`src/rtl/vend_fsm.sv`:
```
// Vending-machine controller: accumulates coin credit, dispenses at PRICE, returns change pulses.
// Optional inactivity refund in COLLECT is enabled by defining VEND_TIMEOUT_EN.
module vend_fsm #(
  parameter int NUM_COINS   = 3,
  parameter int PRICE       = 3,
  parameter int CREDIT_W    = 8,
  parameter int TIMEOUT_CYC = 1000
) (
  input  logic                 clk,
  input  logic                 reset,
  input  logic [NUM_COINS-1:0] coin,
  input  logic                 cancel,
  output logic                 dispense,
  output logic                 change,
  output logic                 busy,
  output logic [CREDIT_W-1:0]  credit
);

  typedef enum logic [1:0] {
    IDLE     = 2'd0,
    COLLECT  = 2'd1,
    DISPENSE = 2'd2,
    CHANGE   = 2'd3
  } state_t;

  localparam logic [CREDIT_W-1:0] PRICE_C = CREDIT_W'(PRICE);
  localparam logic [CREDIT_W-1:0] ONE_C   = CREDIT_W'(1);

  generate
    if (PRICE < 1 || TIMEOUT_CYC < 1 ||
        longint'(PRICE + NUM_COINS - 1) >= (longint'(1) << CREDIT_W)) begin : g_param_check
      $error("vend_fsm: PRICE/TIMEOUT_CYC must be >= 1 and CREDIT_W must hold PRICE+NUM_COINS-1");
    end
  endgenerate

  state_t                state_reg, state_next;
  logic [CREDIT_W-1:0]   credit_reg, credit_next;
  logic [NUM_COINS-1:0]  coin_q;
  logic [NUM_COINS-1:0]  coin_rise;
  logic                  coin_hit;
  logic [CREDIT_W-1:0]   coin_value;
  logic [CREDIT_W-1:0]   coin_sum;
  logic                  timeout;

  assign coin_rise = coin & ~coin_q;
  assign coin_sum  = credit_reg + coin_value;

  // Scan from the top down so the lowest-index edge is the one that survives.
  always_comb begin
    coin_hit   = 1'b0;
    coin_value = '0;
    for (int i = NUM_COINS - 1; i >= 0; i--) begin
      if (coin_rise[i]) begin
        coin_hit   = 1'b1;
        coin_value = CREDIT_W'(i + 1);
      end
    end
  end

`ifdef VEND_TIMEOUT_EN
  localparam int TW = $clog2(TIMEOUT_CYC + 1);
  logic [TW-1:0] idle_cnt_reg, idle_cnt_next;

  assign timeout = (idle_cnt_reg == TW'(TIMEOUT_CYC - 1));

  always_comb begin
    idle_cnt_next = '0;
    if (state_reg == COLLECT && !cancel && !coin_hit && !timeout) begin
      idle_cnt_next = idle_cnt_reg + 1'b1;
    end
  end

  always_ff @(posedge clk) begin
    if (reset) begin
      idle_cnt_reg <= '0;
    end else begin
      idle_cnt_reg <= idle_cnt_next;
    end
  end
`else
  assign timeout = 1'b0;
`endif

  always_comb begin
    state_next  = state_reg;
    credit_next = credit_reg;
    case (state_reg)
      IDLE: begin
        if (coin_hit) begin
          credit_next = coin_sum;
          state_next  = (coin_sum >= PRICE_C) ? DISPENSE : COLLECT;
        end
      end
      COLLECT: begin
        if (cancel) begin
          state_next = CHANGE;
        end else if (coin_hit) begin
          credit_next = coin_sum;
          state_next  = (coin_sum >= PRICE_C) ? DISPENSE : COLLECT;
        end else if (timeout) begin
          state_next = CHANGE;
        end
      end
      DISPENSE: begin
        credit_next = credit_reg - PRICE_C;
        state_next  = (credit_reg == PRICE_C) ? IDLE : CHANGE;
      end
      CHANGE: begin
        credit_next = credit_reg - ONE_C;
        if (credit_reg == ONE_C) begin
          state_next = IDLE;
        end
      end
      default: begin
        state_next  = IDLE;
        credit_next = '0;
      end
    endcase
  end

  // coin_q tracks the buttons even in reset so a held button never fires afterwards.
  always_ff @(posedge clk) begin
    coin_q <= coin;
    if (reset) begin
      state_reg  <= IDLE;
      credit_reg <= '0;
    end else begin
      state_reg  <= state_next;
      credit_reg <= credit_next;
    end
  end

  assign dispense = (state_reg == DISPENSE);
  assign change   = (state_reg == CHANGE);
  assign busy     = (state_reg == DISPENSE) || (state_reg == CHANGE);
  assign credit   = credit_reg;

endmodule

```
`config.mk`:
```
export PLATFORM = sky130hd
export DESIGN_NAME = vend_fsm
export DESIGN_NICKNAME = d
export VERILOG_FILES = /design/src/rtl/vend_fsm.sv
export SDC_FILE = /design/constraint.sdc
export NUM_CORES = 1
export LEC_CHECK = 0
export ABC_AREA = 1
export CAP_MARGIN = 0
export CELL_PAD_IN_SITES_DETAIL_PLACEMENT = 1
export CELL_PAD_IN_SITES_GLOBAL_PLACEMENT = 1
export CORE_MARGIN = 10
export CORE_UTILIZATION = 34
export CTS_CLUSTER_DIAMETER = 30
export DETAILED_ROUTE_END_ITERATION = 12
export PLACE_DENSITY = 0.8
export SLEW_MARGIN = 20
export SYNTH_ARGS = -nofsm -noshare
export SYNTH_HDL_FRONTEND = slang
export SYNTH_SLANG_ARGS = --single-unit
```
`constraint.sdc`:
```
create_clock -name clk -period 1.73 [get_ports clk]
set_input_delay 0.173 -clock clk [delete_from_list [all_inputs] [get_ports clk]]
set_output_delay 0.173 -clock clk [all_outputs]
set_load 0.02 [all_outputs]
```
==> impl_metrics.json, run 1 <==
{
  "avgSynthCellArea_sq_um": 6.60,
  "hpwl_mm": 3.23,
  "p_leak_nw": 0.776,
  "cts_max_level": 1,
  "largest_reg_flops": 8,
  "synth.distinct_cells": 26,
  "violations": "setup timing",
  "diodes": 0,
  "max_stage_delay_ps": 450,
  "drc": 0,
  "critical_path_class": "register to register",
  "skew_ps": 7.03,
  "synth_cells": 180,
  "row_count": 21,
  "portBuffers": 16,
  "layout.cells.non_filler": 266,
  "final_area_sq_mm": 0.00168,
  "viasPerCell": 5.23,
  "whs_ps": 114,
  "clock-sinks": 13,
  "synth-simple-area-share": 0.409,
  "cp-end-kind": "register",
  "rsz0062_at_grt": "yes",
  "routedWlPerCell_um": 15.8,
  "ys_ff_latch": 13,
  "syn_nets": 192,
  "pwr_density_cell_mw_per_mm2": 1980,
  "track_usage": 0.135,
  "fmax_mhz": 505,
  "core-area_sq_mm": 0.00336,
  "cts_buffers": 3,
  "fin_setup_tns_ps": -1090,
  "grt_pass1_wl_mm": 6.84,
  "area_delta_synth_final_pct": 41.7,
  "start_util": 0.353,
  "outcome": "finished with violations",
  "fin_crit_sh": 1.15,
  "grt_antenna_before_repair": 0,
  "drtIter0Drc": 98,
  "finalHoldViolCount": 0,
  "fin_crit_ps": 1980,
  "ant_nets": 0,
  "synth_top_area_share": 0.219,
  "postPlaceCellArea_sq_mm": 0.00150,
  "cp_slowest_cell": "fa_2",
  "drv_cap": 0,
  "gp_congestion": 0.864,
  "synth_xor_area_frac": 0,
  "synth-compound-area-share": 0.178,
  "tritoncts": "done",
  "post-place-ws_ps": -627,
  "start_kind": "register",
  "yosys.area_share.adder": 0.0695,
  "firstDrtPassIters": 4,
  "crit_fanout": 4,
  "synthMuxAreaShare": 0,
  "yosysSeqAreaShare": 0.219,
  "nets": 233,
  "worst_slew_pin_slew_ps": 381,
  "yosys-top-cells-area": "dfxtp_1 22%, nand2_1 13%, nand3_1 9.7%",
  "clk_pin_slew_worst_paths_ps": 100,
  "ios": 17,
  "first_global_vias": 1474,
  "overflow": 0,
  "dieHeight_um": 79.1,
  "die_width_um": 79.1,
  "total_power_mw": 3.33,
  "clk_latency_ps": 310,
  "critical_path.top_delay_family": "simple AND/OR/NAND/NOR gates",
  "layout-drive-gt1-share": 0.377,
  "peakVddDrop_mv": 0.872,
  "wl_mm": 4.22,
  "critPathMostFrequentCell": "nand2_2",
  "slew_viol_final": 0,
  "crit_arrival_ps": 2240,
  "synth_top_family_by_area": "simple AND/OR/NAND/NOR gates",
  "clock_tree.root_cell": "clkbuf_4",
  "path_buf_inv": 2,
  "cts-root-to-sink-buffers": 2,
  "maxSlewHeadroom": 0.746,
  "place_inst": 255,
  "cp_cell_sequence": "inv_1 -> nand2_2 -> o21ai_2 -> ha_2 -> fa_2 -> inv_2 -> nand2_2 -> nand2_2 -> nand2_2 -> nor2_2 -> nand2_1 -> nor2_2 -> nand2_2 -> nand2_1 -> nand2_1 -> a21oi_2",
  "yosys.area.top_type": "dfxtp_1",
  "syn-cell-area_sq_mm": 0.00119,
  "crit_required_ps": 1980,
  "finalWorstSetupSlack_ps": -251,
  "min_path_type": "primary input to register",
  "grt_max_degree": 11,
  "die_area_sq_mm": 0.00626,
  "num_vias": 1392,
  "yosysWarnings": 0,
  "setup_viol": 7,
  "fin_util": 0.500
}
placed cells by master (no fill, tap or decap), types with 4 or more instances in the layout:
cell / count
a21oi_1: 6
a21oi_2: 7
buf_4: 25
clkdlybuf4s50_1: 12
dfxtp_1: 7
dfxtp_2: 6
inv_1: 20
nand2_1: 29
nand2_2: 16
nand3_1: 22
nor2_1: 11
o21ai_0: 14
o21ai_2: 4
o22ai_1: 4
power breakdown:
part           switching, mW  internal [mW]
clock network          0.131         0.0903
logic                   1.45          0.991
registers              0.243          0.425
final cells by class:
class                      count  area, sq um
timing repair buffer          41          347
tap                           46         57.6
fill                         474         1680
inverter                      25         98.8
sequential                    13          268
clock buffer                   4         26.3
multi-input combinational    137          886
routing by layer:
metal | share of wire | vias to the layer above | global-route usage
li1 | - | 675 | -
met2 | 0.52 | 31 | 0.241
met3 | 0.044 | 6 | 0.0304
met5 | 0 | - | 0
met1 | 0.42 | 680 | 0.150
met4 | 0.014 | 0 | 0.0591
worst register-to-register path, stage by stage (launching register included):
cell	delay, ps
dfxtp_1	320
inv_1	50
nand2_2	70
o21ai_2	60
ha_2	190
fa_2	450
inv_2	80
nand2_2	50
nand2_2	80
nand2_2	60
nor2_2	80
nand2_1	70
nor2_2	90
nand2_2	60
nand2_1	60
nand2_1	60
a21oi_2	120
path summary, 6_finish.rpt:
| kind | endpoint | cells past startpoint | slack [ps] | startpoint |
|---|---|---|---|---|
| worst max-delay path | state_reg[0] | 16 | -250 | coin_q[0] |
| worst min-delay path | coin_q[1] | 1 | 110 | coin[1] |
| worst max register to register | state_reg[0] | 16 | -250 | coin_q[0] |
| worst min register to register | credit[6] | 2 | 600 | credit[6] |
synthesized netlist by cell type (all sizes together):
master,number
ha,5
nand3,26
o22ai,4
inv,25
nand4,1
nor2,17
dfxtp,13
fa,1
a21oi,13
a221oi,1
o21ai,20
buf,4
clkbuf,1
nand2,48
o221ai,1
cell families after synthesis:
| family | Yosys count |
|---|---|
| AO/OA/AOI/OAI | 39 |
| adder cells (fa/ha/maj) | 6 |
| buffers and inverters | 30 |
| flip-flops | 13 |
| AND/OR/NAND/NOR | 92 |
repair_timing:
item,CTS,global route
endpoints found under the setup margin,13,11
hold buffers,0,0
setup buffers,3,4
gates resized for setup,23,15
endpoints found under the hold margin,0,0
pin swaps,15,12
Note: power is estimated with default switching activity, not from simulation.
==> run 2: changes to the inputs <==
--- a/config.mk
+++ b/config.mk
@@ -13,6 +13,7 @@
 export CORE_UTILIZATION = 34
 export CTS_CLUSTER_DIAMETER = 30
 export DETAILED_ROUTE_END_ITERATION = 12
+export GPL_TIMING_DRIVEN = 0
 export PLACE_DENSITY = 0.8
 export SLEW_MARGIN = 20
 export SYNTH_ARGS = -nofsm -noshare
==> run 2 against run 1 <==
- the run still ends with setup timing left
- wire length fell by 9.2%
- cell area shrank 8.0%
- first-iteration DRC count is 51% lower
- non-clock buffer count is 12 lower
- clock power hardly changed
- flip-flop and latch count stayed put
- clock skew grew 1.4 ps
- setup slack worse by 66 ps
- worst hold slack lost 91 ps
- sequential power is 14% lower
- power is 3.9% lower
- largest cell class unchanged
- die area did not move
==> impl_metrics.json, run 2 (synthesis results as in run 1) <==
{
  "outcome": "finished with violations",
  "violations": "setup timing",
  "drv_cap": 0,
  "final_common_cell": "nand2_1",
  "postCtsHoldBufs": 0,
  "largest_reg_flops": 8,
  "diodes": 0,
  "clock_tree.root_cell": "clkbuf_4",
  "min_path_type": "primary input to register",
  "first_global_vias": 1414,
  "tritoncts": "done",
  "rsz0062_at_grt": "yes",
  "hpwl_mm": 2.88,
  "pwr_density_cell_mw_per_mm2": 2060,
  "crit_arrival_ps": 2270,
  "cp-end-kind": "register",
  "die_area_sq_mm": 0.00626,
  "nets": 221,
  "grt_antenna_before_repair": 0,
  "layout.cells.non_filler": 254,
  "ant_nets": 0,
  "drc": 0,
  "critical_path_class": "register to register",
  "start_util": 0.353,
  "layout-drive-gt1-share": 0.279,
  "dieHeight_um": 79.1,
  "maxSlewHeadroom": 0.752,
  "fin_util": 0.460,
  "crit_required_ps": 1950,
  "skew_ps": 8.46,
  "layout_common_cells": "32 x nand2_1, 23 x nand3_1, 18 x inv_1",
  "cts_max_level": 1,
  "slew_viol_final": 0,
  "clock-sinks": 13,
  "clk_latency_ps": 300,
  "worst_slew_pin_slew_ps": 371,
  "drtIter0Drc": 48,
  "place_inst": 242,
  "crit_fanout": 4,
  "num_vias": 1320,
  "track_usage": 0.123,
  "clk_pin_slew_worst_paths_ps": 100,
  "area_delta_synth_final_pct": 30.3,
  "ff2ff_path_depth": 12,
  "grt_max_degree": 11,
  "whs_ps": 23.5,
  "portBuffers": 16,
  "row_count": 21,
  "peakVddDrop_mv": 0.709,
  "total_power_mw": 3.20,
  "finalHoldViolCount": 0,
  "start_kind": "register",
  "ios": 17,
  "routedWlPerCell_um": 15.1,
  "p_leak_nw": 0.704,
  "die_width_um": 79.1,
  "firstDrtPassIters": 4,
  "final_area_sq_mm": 0.00155,
  "setup_viol": 9,
  "grt_pass1_wl_mm": 6.30,
  "post-place-ws_ps": -635,
  "finalWorstSetupSlack_ps": -317,
  "fin_crit_sh": 1.18,
  "cts_buffers": 3,
  "overflow": 0,
  "core-area_sq_mm": 0.00336,
  "fin_crit_ps": 2050,
  "gp_congestion": 0.842,
  "whs_path_depth": 1,
  "fin_setup_tns_ps": -1350,
  "postPlaceCellArea_sq_mm": 0.00142,
  "fmax_mhz": 489,
  "cts-root-to-sink-buffers": 2,
  "viasPerCell": 5.20,
  "wl_mm": 3.83
}
[run 2: worst paths after layout]
check	start	to	slack, ps
worst max-delay path	coin_q[1]	credit[2]	-320
worst min register to register	credit[6]	credit[6]	570
worst min-delay path	coin[2]	coin_q[2]	20
worst max register to register	coin_q[1]	credit[2]	-320
[run 2: final cells by class]
type,count,area [sq um]
Buffer,5,48.8
Clock buffer,4,26.3
Fill cell,480,1820
Inverter,25,98.8
Multi-Input combinational cell,137,833
Sequential cell,13,264
Tap cell,46,57.6
Timing Repair Buffer,24,219
[run 2: power by group]
part | internal, mW | switching, mW | total (mW)
sequential | 0.415 | 0.160 | 0.574
combinational | 0.940 | 1.46 | 2.40
clock | 0.0899 | 0.134 | 0.224
total | 1.44 | 1.75 | 3.20
[run 2: worst max-delay path, cell delays in order, from the launching register on]
cell	delay, ps
dfxtp_2	340
nor2_2	100
o21ai_2	80
ha_2	190
fa_2	410
nand2_1	110
nand2_2	60
buf_4	120
buf_4	120
buf_4	120
o21ai_1	120
nand2_1	70
a21oi_1	130
[run 2: repair_timing]
item,CTS,global route
setup buffers,5,3
gates cloned,0,0
resized for setup,11,14
pin swaps,15,7
endpoints found under the setup margin,8,10
[run 2: per-layer routing]
metal / global-route usage / wire length (um) / up-vias
met5: 0 / 0 / -
met4: 0.0448 / 72 / 0
met3: 0.0338 / 185 / 7
met2: 0.215 / 1860 / 23
met1: 0.138 / 1710 / 637
li1: - / - / 653
==> run 3: changes to the inputs <==
--- a/config.mk
+++ b/config.mk
@@ -15,6 +15,7 @@
 export DETAILED_ROUTE_END_ITERATION = 12
 export GPL_TIMING_DRIVEN = 0
 export PLACE_DENSITY = 0.8
+export SETUP_SLACK_MARGIN = 0.02
 export SLEW_MARGIN = 20
 export SYNTH_ARGS = -nofsm -noshare
 export SYNTH_HDL_FRONTEND = slang
==> run 3 against run 2 <==
- the run still ends with setup timing left
- cell count rose by 0.39%
- critical path depth did not move
- first-iteration DRC count fell by 40%
- core utilization rose by 1.6 points
- die area did not move
- clock skew fell by 1.9 ps
- global-route usage rose by 0.23 points
- register-to-register slack improved by 30 ps
- critical endpoint unchanged
==> impl_metrics.json, run 3 (synthesis results as in run 1) <==
{
  "cp_slowest_cell": "fa_2",
  "intPower_mw": 1.48,
  "maxSlewHeadroom": 0.738,
  "grt_max_degree": 11,
  "worst_slew_pin_slew_ps": 393,
  "fin_setup_tns_ps": -1120,
  "critical_path_class": "register to register",
  "seqCellArea_sq_um": 265,
  "postPlaceCellArea_sq_mm": 0.00142,
  "cts_buffers": 3,
  "critPathMostFrequentCell": "buf_4",
  "peakVddDrop_mv": 0.707,
  "final_area_sq_mm": 0.00160,
  "cts-root-to-sink-buffers": 2,
  "slew_viol_final": 0,
  "outcome": "finished with violations",
  "overflow": 0,
  "p_sw_mw": 1.78,
  "fin_crit_sh": 1.17,
  "finalWorstSetupSlack_ps": -287,
  "firstDrtPassIters": 4,
  "fillers": 476,
  "start_kind": "register",
  "routedWlPerCell_um": 15.0,
  "max_stage_delay_ps": 400,
  "cts_max_level": 1,
  "grt_pass1_wl_mm": 6.42,
  "pwr-share-seq": 0.178,
  "fmax_mhz": 496,
  "cp-end-kind": "register",
  "cp_cell_sequence": "nor2_2 -> o21ai_2 -> ha_2 -> fa_2 -> nand2_1 -> nand2_2 -> buf_4 -> buf_4 -> buf_4 -> o21ai_1 -> nand2_1 -> a21oi_1",
  "track_usage": 0.125,
  "core-area_sq_mm": 0.00336,
  "wl_mm": 3.83,
  "multiInputGateArea_sq_um": 876,
  "hpwl_mm": 2.88,
  "grt_antenna_before_repair": 0,
  "clk_latency_ps": 300,
  "largest_reg_flops": 8,
  "finalHoldViolCount": 0,
  "pwr_density_cell_mw_per_mm2": 2030,
  "tritoncts": "done",
  "crit_fanout": 4,
  "clock-sinks": 13,
  "rsz0062_at_grt": "yes",
  "nets": 222,
  "diodes": 0,
  "power_frac_comb": 0.753,
  "p_leak_nw": 0.740,
  "crit_required_ps": 1960,
  "viasPerCell": 5.18,
  "area_delta_synth_final_pct": 34.9,
  "skew_ps": 6.57,
  "clk_pin_slew_worst_paths_ps": 100,
  "num_vias": 1322,
  "setup_viol": 7,
  "portBuffers": 16,
  "row_count": 21,
  "critical_path.top_delay_family": "adder cells",
  "fin_util": 0.476,
  "drtIter0Drc": 29,
  "min_path_type": "primary input to register",
  "first_global_vias": 1435,
  "ant_nets": 0,
  "gp_congestion": 0.842,
  "start_util": 0.353,
  "drv_cap": 0,
  "fin_crit_ps": 2020,
  "layout-drive-gt1-share": 0.311,
  "dieHeight_um": 79.1,
  "violations": "setup timing",
  "switching_share": 0.546,
  "die_area_sq_mm": 0.00626,
  "final_common_cell": "nand2_1",
  "clock_tree.root_cell": "clkbuf_4",
  "layout_common_cells": "30 x nand2_1, 23 x nand3_1, 18 x inv_1",
  "path_buf_inv": 3,
  "clockPowerShare": 0.069,
  "drc": 0,
  "crit_arrival_ps": 2240,
  "ios": 17,
  "die_width_um": 79.1
}
==> run 3: path summary, 6_finish.rpt <==
path | startpoint | end | slack [ps] | depth (start not counted)
max | coin_q[1] | credit[2] | -290 | 12
min | coin[2] | coin_q[2] | 20 | 1
max reg2reg | coin_q[1] | credit[2] | -290 | 12
min reg2reg | credit[6] | credit[6] | 570 | 2
==> run 3: stage by stage <==
step	total power, mW	setup slack [ps]	hold slack [ps]	cells
after floorplan	2.11	-62.8	201	180
after global placement	2.66	-569	543	242
after detailed placement	2.77	-635	562	242
after CTS	3.11	-302	124	252
after global routing	3.57	-398	27.0	255
final	3.26	-287	22.7	255
==> run 3: final cells by class <==
type,instances,share of cell area
Sequential cell,13,0.166
Timing Repair Buffer,25,0.143
Clock buffer,4,0.0164
Inverter,25,0.0617
Buffer,5,0.0305
Multi-Input combinational cell,137,0.547
Tap cell,46,0.0359
==> run 3: power by group through the flow <==
stage                     Combinational, mW  Clock (mW)  Sequential [mW]
final                                  2.45       0.225            0.580
after global routing                   2.72       0.242            0.604
after CTS                              2.32       0.223            0.574
after detailed placement               2.19           0            0.581
after global placement                 2.09           0            0.572
after floorplan                        1.46           0            0.657
==> run 3: routing by layer <==
metal | track usage | wire length [um]
met5 | 0 | 0
met4 | 0.0448 | 80
met3 | 0.0315 | 149
met2 | 0.218 | 1880
met1 | 0.143 | 1720
==> run 3: timing repair <==
item                       CTS  global route
pin swaps                   17            11
setup endpoints to repair   10            11
resized for setup           15            20
hold buffers                 0             0
gates cloned                 0             0
buffers inserted             6             3
